## src/rtl/bin_to_bcd_seq_if.sv

```systemverilog
// Request/result bundle between the binary source, the BCD converter and the display scanner.
interface bin_to_bcd_seq_if #(
    parameter int unsigned IN_W   = 14,
    parameter int unsigned DIGITS = 4
);
    logic [IN_W-1:0]     in_bin;
    logic                in_valid;
    logic                in_ready;
    logic [4*DIGITS-1:0] bcd;
    logic                ovf;
    logic                done;

    modport master (
        output in_bin, in_valid,
        input  in_ready, bcd, ovf, done
    );

    modport slave (
        input  in_bin, in_valid,
        output in_ready, bcd, ovf, done
    );
endinterface

```

## src/rtl/bin_to_bcd_seq.sv

```systemverilog
// Sequential binary-to-BCD converter (shift-and-add-3, one input bit per clock).
// Inputs above 10^DIGITS-1 saturate to all nines and raise ovf.
module bin_to_bcd_seq #(
    parameter int unsigned IN_W   = 14,
    parameter int unsigned DIGITS = 4
) (
    input logic             clk,
    input logic             rst_n,
    bin_to_bcd_seq_if.slave bus
);
    localparam int unsigned BW = 4 * DIGITS;
    localparam int unsigned CW = $clog2(IN_W + 1);

    function automatic logic [63:0] all_nines(input int unsigned d);
        logic [63:0] p;
        p = 64'd1;
        for (int unsigned i = 0; i < d; i++) p = p * 64'd10;
        return p - 64'd1;
    endfunction

    localparam logic [63:0] MAXV = all_nines(DIGITS);

    typedef enum logic {IDLE, CONV} state_t;

    state_t          state, state_nxt;
    logic [IN_W-1:0] shift_q;
    logic [BW-1:0]   scratch_q;
    logic [BW-1:0]   adj;
    logic [BW-1:0]   scratch_nxt;
    logic [CW-1:0]   cnt_q;
    logic            ovf_pend_q;
    logic [BW-1:0]   bcd_q;
    logic            ovf_q;
    logic            done_q;
    logic            accept;
    logic            last;
    logic            clamp;

    assign accept = (state == IDLE) && bus.in_valid;
    assign last   = (state == CONV) && (cnt_q == CW'(1));
    assign clamp  = 64'(bus.in_bin) > MAXV;

    // Add-3 correction on every digit, then shift in the next input MSB.
    always_comb begin
        adj = scratch_q;
        for (int unsigned d = 0; d < DIGITS; d++) begin
            if (scratch_q[4*d +: 4] >= 4'd5)
                adj[4*d +: 4] = scratch_q[4*d +: 4] + 4'd3;
        end
        scratch_nxt = (adj << 1) | BW'(shift_q[IN_W-1]);
    end

    always_comb begin
        state_nxt = state;
        case (state)
            IDLE: if (bus.in_valid) state_nxt = CONV;
            CONV: if (cnt_q == CW'(1)) state_nxt = IDLE;
            default: state_nxt = IDLE;
        endcase
    end

    always_ff @(posedge clk or negedge rst_n) begin
        if (!rst_n) state <= IDLE;
        else        state <= state_nxt;
    end

    always_ff @(posedge clk or negedge rst_n) begin
        if (!rst_n) begin
            shift_q    <= '0;
            scratch_q  <= '0;
            cnt_q      <= '0;
            ovf_pend_q <= 1'b0;
            bcd_q      <= '0;
            ovf_q      <= 1'b0;
            done_q     <= 1'b0;
        end else begin
            done_q <= 1'b0;
            if (accept) begin
                shift_q    <= clamp ? IN_W'(MAXV) : bus.in_bin;
                ovf_pend_q <= clamp;
                scratch_q  <= '0;
                cnt_q      <= CW'(IN_W);
            end else if (state == CONV) begin
                shift_q   <= shift_q << 1;
                scratch_q <= scratch_nxt;
                cnt_q     <= cnt_q - CW'(1);
                if (last) begin
                    bcd_q  <= scratch_nxt;
                    ovf_q  <= ovf_pend_q;
                    done_q <= 1'b1;
                end
            end
        end
    end

    assign bus.in_ready = (state == IDLE);
    assign bus.bcd      = bcd_q;
    assign bus.ovf      = ovf_q;
    assign bus.done     = done_q;
endmodule
```

## src/flat_wrapper.sv

```systemverilog
// flat-port wrapper written by rule: the top's interface ports become plain ports
module bin_to_bcd_seq_flat 
#(
    parameter int unsigned IN_W   = 14,
    parameter int unsigned DIGITS = 4
)
  (clk, rst_n, bus_in_bin, bus_in_valid, bus_in_ready, bus_bcd, bus_ovf, bus_done);
  bin_to_bcd_seq_if #(.IN_W(IN_W), .DIGITS(DIGITS)) bus_i ();
  input logic clk;
  input logic rst_n;
  input wire logic [$bits(bus_i.in_bin)-1:0] bus_in_bin;
  input wire logic [$bits(bus_i.in_valid)-1:0] bus_in_valid;
  output wire logic [$bits(bus_i.in_ready)-1:0] bus_in_ready;
  output wire logic [$bits(bus_i.bcd)-1:0] bus_bcd;
  output wire logic [$bits(bus_i.ovf)-1:0] bus_ovf;
  output wire logic [$bits(bus_i.done)-1:0] bus_done;
  assign bus_i.in_bin = bus_in_bin;
  assign bus_i.in_valid = bus_in_valid;
  assign bus_in_ready = bus_i.in_ready;
  assign bus_bcd = bus_i.bcd;
  assign bus_ovf = bus_i.ovf;
  assign bus_done = bus_i.done;
  bin_to_bcd_seq #(.IN_W(IN_W), .DIGITS(DIGITS)) u_core (.clk(clk), .rst_n(rst_n), .bus(bus_i));
endmodule
```

## config.mk

```make
export PLATFORM = sky130hd
export DESIGN_NAME = bin_to_bcd_seq_flat
export DESIGN_NICKNAME = d
export VERILOG_FILES = /design/src/rtl/bin_to_bcd_seq_if.sv /design/src/rtl/bin_to_bcd_seq.sv /design/src/flat_wrapper.sv
export SDC_FILE = /design/constraint.sdc
export NUM_CORES = 1
export LEC_CHECK = 0
export CAP_MARGIN = 0
export CORE_ASPECT_RATIO = 1.2
export CORE_MARGIN = 5
export CORE_UTILIZATION = 47
export DETAILED_ROUTE_END_ITERATION = 10
export DONT_BUFFER_PORTS = 1
export GPL_TIMING_DRIVEN = 0
export HOLD_SLACK_MARGIN = 0.06
export MAX_ROUTING_LAYER = met4
export PLACE_DENSITY = 0.65
export SLEW_MARGIN = 0
export SYNTH_ARGS = -nofsm -noshare
export SYNTH_HDL_FRONTEND = slang
export SYNTH_SLANG_ARGS = --single-unit
```

## constraint.sdc

```tcl
create_clock -name clk -period 2 [get_ports clk]
set_input_delay 0.6 -clock clk [delete_from_list [all_inputs] [get_ports clk]]
set_output_delay 0.6 -clock clk [all_outputs]
set_load 0.01 [all_outputs]
```

==> results.cfg, run 1 <==
[sta]
finalMaxSlewViolations = 0
slew_headroom_pct = 62.4
min_period_ns = 1.87
tightest_slew_ns = 0.564
rsz0062_at_grt = no
fin_crit_sh_pct = 93.6
setup_viol = 0
hold_viol = 0
skew_ns = 0.00602
fmax_mhz = 534

[synth]
yosys_warnings = 0
syn_nets = 294
synth-main-ff-cell = dfrtp_1
synth-async-reset-ratio_pct = 100
synth_area_um2 = 2570
synth_seq_cells = 54
synth-edff-count = 0
syn_avg_cell_area_um2 = 9.63
netlist-cell-type-count = 36
syn_inst = 267
seq_area_frac_synth_pct = 52.5

[routing]
vias = 1922
drtPass1Iterations = 7
drtAntennaViolNets = 0
via_per_inst = 5.70
routed_wirelength_mm = 5.56
wire_per_inst_um = 16.5
drc_errors = 0
first_iter_violations = 76

[power]
swShare_pct = 39.9
powerDensity_nw_per_um2 = 1570
p_seq_share_pct = 46.6
ir_drop_mv = 0.762
p_total_uw = 4360
leakagePower_uw = 0.00127
switching_power_uw = 1740
internal_power_uw = 2620
p_clk_share_pct = 14.2
p_comb_share_pct = 39.2

[setup_path]
crit_fanout = 11
crit_chain = inv_2 -> clkbuf_2
critical_path.max_stage_delay_ns = 0.48
startpoint_type = flop
worst-path-buf-inv = 2
endpoint_kind = output port
critical_path.slowest_cell = dfrtp_2
critical_path_class = reg -> out
arrival_ns = 1.27
crit_required_ns = 1.40
cp_top_family = buffers and inverters

[finish]
stdcell_count = 337
drive_gt1_share_pct = 7.27
final_nets = 301
diodes = 0
final_common_cell = dfrtp_1
final_cell_mix = dfrtp_1 (53), nand2_1 (42), o21ai_0 (34)
synthToLayoutAreaGrowth_pct = 7.59

[floorplan]
rows = 29
start_util_pct = 48.6
ioPinCount = 36
die-area_um2 = 7060
dieHeight_um = 91.0
fp.dieW_um = 77.5
core_um2 = 5300

[clock_tree]
cts-root-buf = clkbuf_8
cts_sinks = 54
numCtsBuffers = 5
clk_pin_slew_worst_paths_ns = 0.09
htreeDepth = 2
cts.path.max_buffers = 2
postCtsSetupBuffers = 0
clock_latency_ns = 0.30
cts_tree = yes

[placement]
routabilityCongestion = 0.792
dp_hpwl_mm = 4.01
dpl.cell_count = 329
io_buffers = 0

[grt]
grt_use_total_pct = 17.4
gr-total-overflow = 0
grt_max_degree = 55
antenna_found_initial = 0
grt_pass1_vias = 2045
grt_pass1_wl_mm = 9.77

[run]
cap_viol_max_count = 0

[worst_hold_path]
hp-class = in -> async

[run_status]
outcome = finished, final reports clean
final timing paths:
check                                                     from                        endpoint  slack, ns  cells past startpoint
worst max-delay path                    u_core.state$_DFF_PN0_                    bus_in_ready       0.13                      2
worst min-delay path                                     rst_n      u_core.bus.ovf$_DFFE_PN0P_       0.15                      1
worst max register to register          u_core.state$_DFF_PN0_   u_core.bus.bcd[9]$_DFFE_PN0P_       0.21                      6
worst min register to register  u_core.shift_q[11]$_DFFE_PN0P_  u_core.shift_q[12]$_DFFE_PN0P_       0.50                      2
max in group asynchronous                                rst_n          u_core.state$_DFF_PN0_       1.61                      1
min in group clk                                 bus_in_bin[4]   u_core.shift_q[4]$_DFFE_PN0P_       0.42                      2
cell usage after synthesis, types with 5 or more instances:
| cell | count | area (um^2) |
|---|---|---|
| inv_1 | 17 | 63.8 |
| nor2_1 | 11 | 41.3 |
| or3_1 | 7 | 43.8 |
| o22ai_1 | 5 | 31.3 |
| o21ai_0 | 34 | 170 |
| mux2i_1 | 5 | 50.1 |
| xnor2_1 | 6 | 52.6 |
| nand2b_1 | 6 | 37.5 |
| a21oi_1 | 13 | 65.1 |
| clkbuf_1 | 10 | 37.5 |
| ha_1 | 10 | 125 |
| nand2_1 | 42 | 158 |
| dfrtp_1 | 54 | 1350 |
| nor3b_1 | 6 | 45.0 |
sequential cells by signal, summed over array words and instances, names as in the netlist:
register and count:
u_core.ovf_pend_q 1, u_core.bus.ovf 1, u_core.scratch_q 16, u_core.bus.bcd 16, u_core.state 1, u_core.bus.done 1, u_core.shift_q 14, u_core.cnt_q 4
per-stage QoR:
step | area (um^2) | setup TNS (ns) | worst slack, ns | hold WS [ns] | utilization (%)
2_1_floorplan | 2570 | 0 | 0.349 | 0.304 | -
3_3_place_gp | 2650 | -0.0341 | -0.0341 | 0.306 | 50.0
3_5_place_dp | 2650 | -0.0522 | -0.0522 | 0.306 | 50.0
4_1_cts | 2770 | 0 | 0.0642 | 0.152 | 52.2
5_1_grt | 2770 | 0 | 0.0358 | 0.150 | 52.2
6_report | 2770 | 0 | 0.129 | 0.154 | 52.2
repair_timing:
item,in CTS,in global routing
hold buffers,1,0
setup endpoints to repair,1,7
gates resized for setup,1,1
hold endpoints to repair,54,0
pin swaps,0,0
per-layer routing:
metal	up-vias	track usage, %	wire, um
met2	40	30.0	2840
li1	934	-	-
met1	946	20.7	2430
met5	-	-	0
met4	0	3.72	26
met3	2	4.16	264
power by group through the flow:
stage | clock network [uW] | logic, uW | registers (uW)
2_1_floorplan | 0 | 1370 | 1940
3_3_place_gp | 0 | 1660 | 2040
3_5_place_dp | 0 | 1720 | 2060
4_1_cts | 638 | 1750 | 2040
5_1_grt | 691 | 2000 | 2100
6_report | 620 | 1710 | 2030
area by class of cell:
cell class              instances  area (um^2)
clock buffers                   7         86.3
repair buffers                  1         27.5
inverters                      19         71.3
plain buffers                  13         61.3
well taps                      62         77.6
flip-flops and latches         54         1350
clock inverters                 1         5.00
multi-input cells             180         1090
fillers                       503         2530
kinds of logic after synthesis:
group	after synthesis	synth area share [%]
AND/OR/NAND/NOR	89	16.8
multiplexers	8	3.26
AO/OA/AOI/OAI	67	15.2
flip-flops	54	52.5
XOR/XNOR	6	2.04
adder cells (fa/ha/maj)	10	4.86
buffers and inverters	33	5.25
No activity file was read; power rests on OpenSTA's default activity.
==> inputs of run 2 (changes only) <==
--- a/config.mk
+++ b/config.mk
@@ -19,3 +19,4 @@
 export SYNTH_ARGS = -nofsm -noshare
 export SYNTH_HDL_FRONTEND = slang
 export SYNTH_SLANG_ARGS = --single-unit
+export TNS_END_PERCENT = 30
==> results of run 2 <==
Final layout, timing and power as in run 1 (identical DEF).
==> inputs of run 3 (changes only) <==
--- a/config.mk
+++ b/config.mk
@@ -5,7 +5,7 @@
 export SDC_FILE = /design/constraint.sdc
 export NUM_CORES = 1
 export LEC_CHECK = 0
-export CAP_MARGIN = 0
+export CAP_MARGIN = 20
 export CORE_ASPECT_RATIO = 1.2
 export CORE_MARGIN = 5
 export CORE_UTILIZATION = 47
==> results of run 3 <==
Final layout, timing and power as in run 1 (identical DEF).
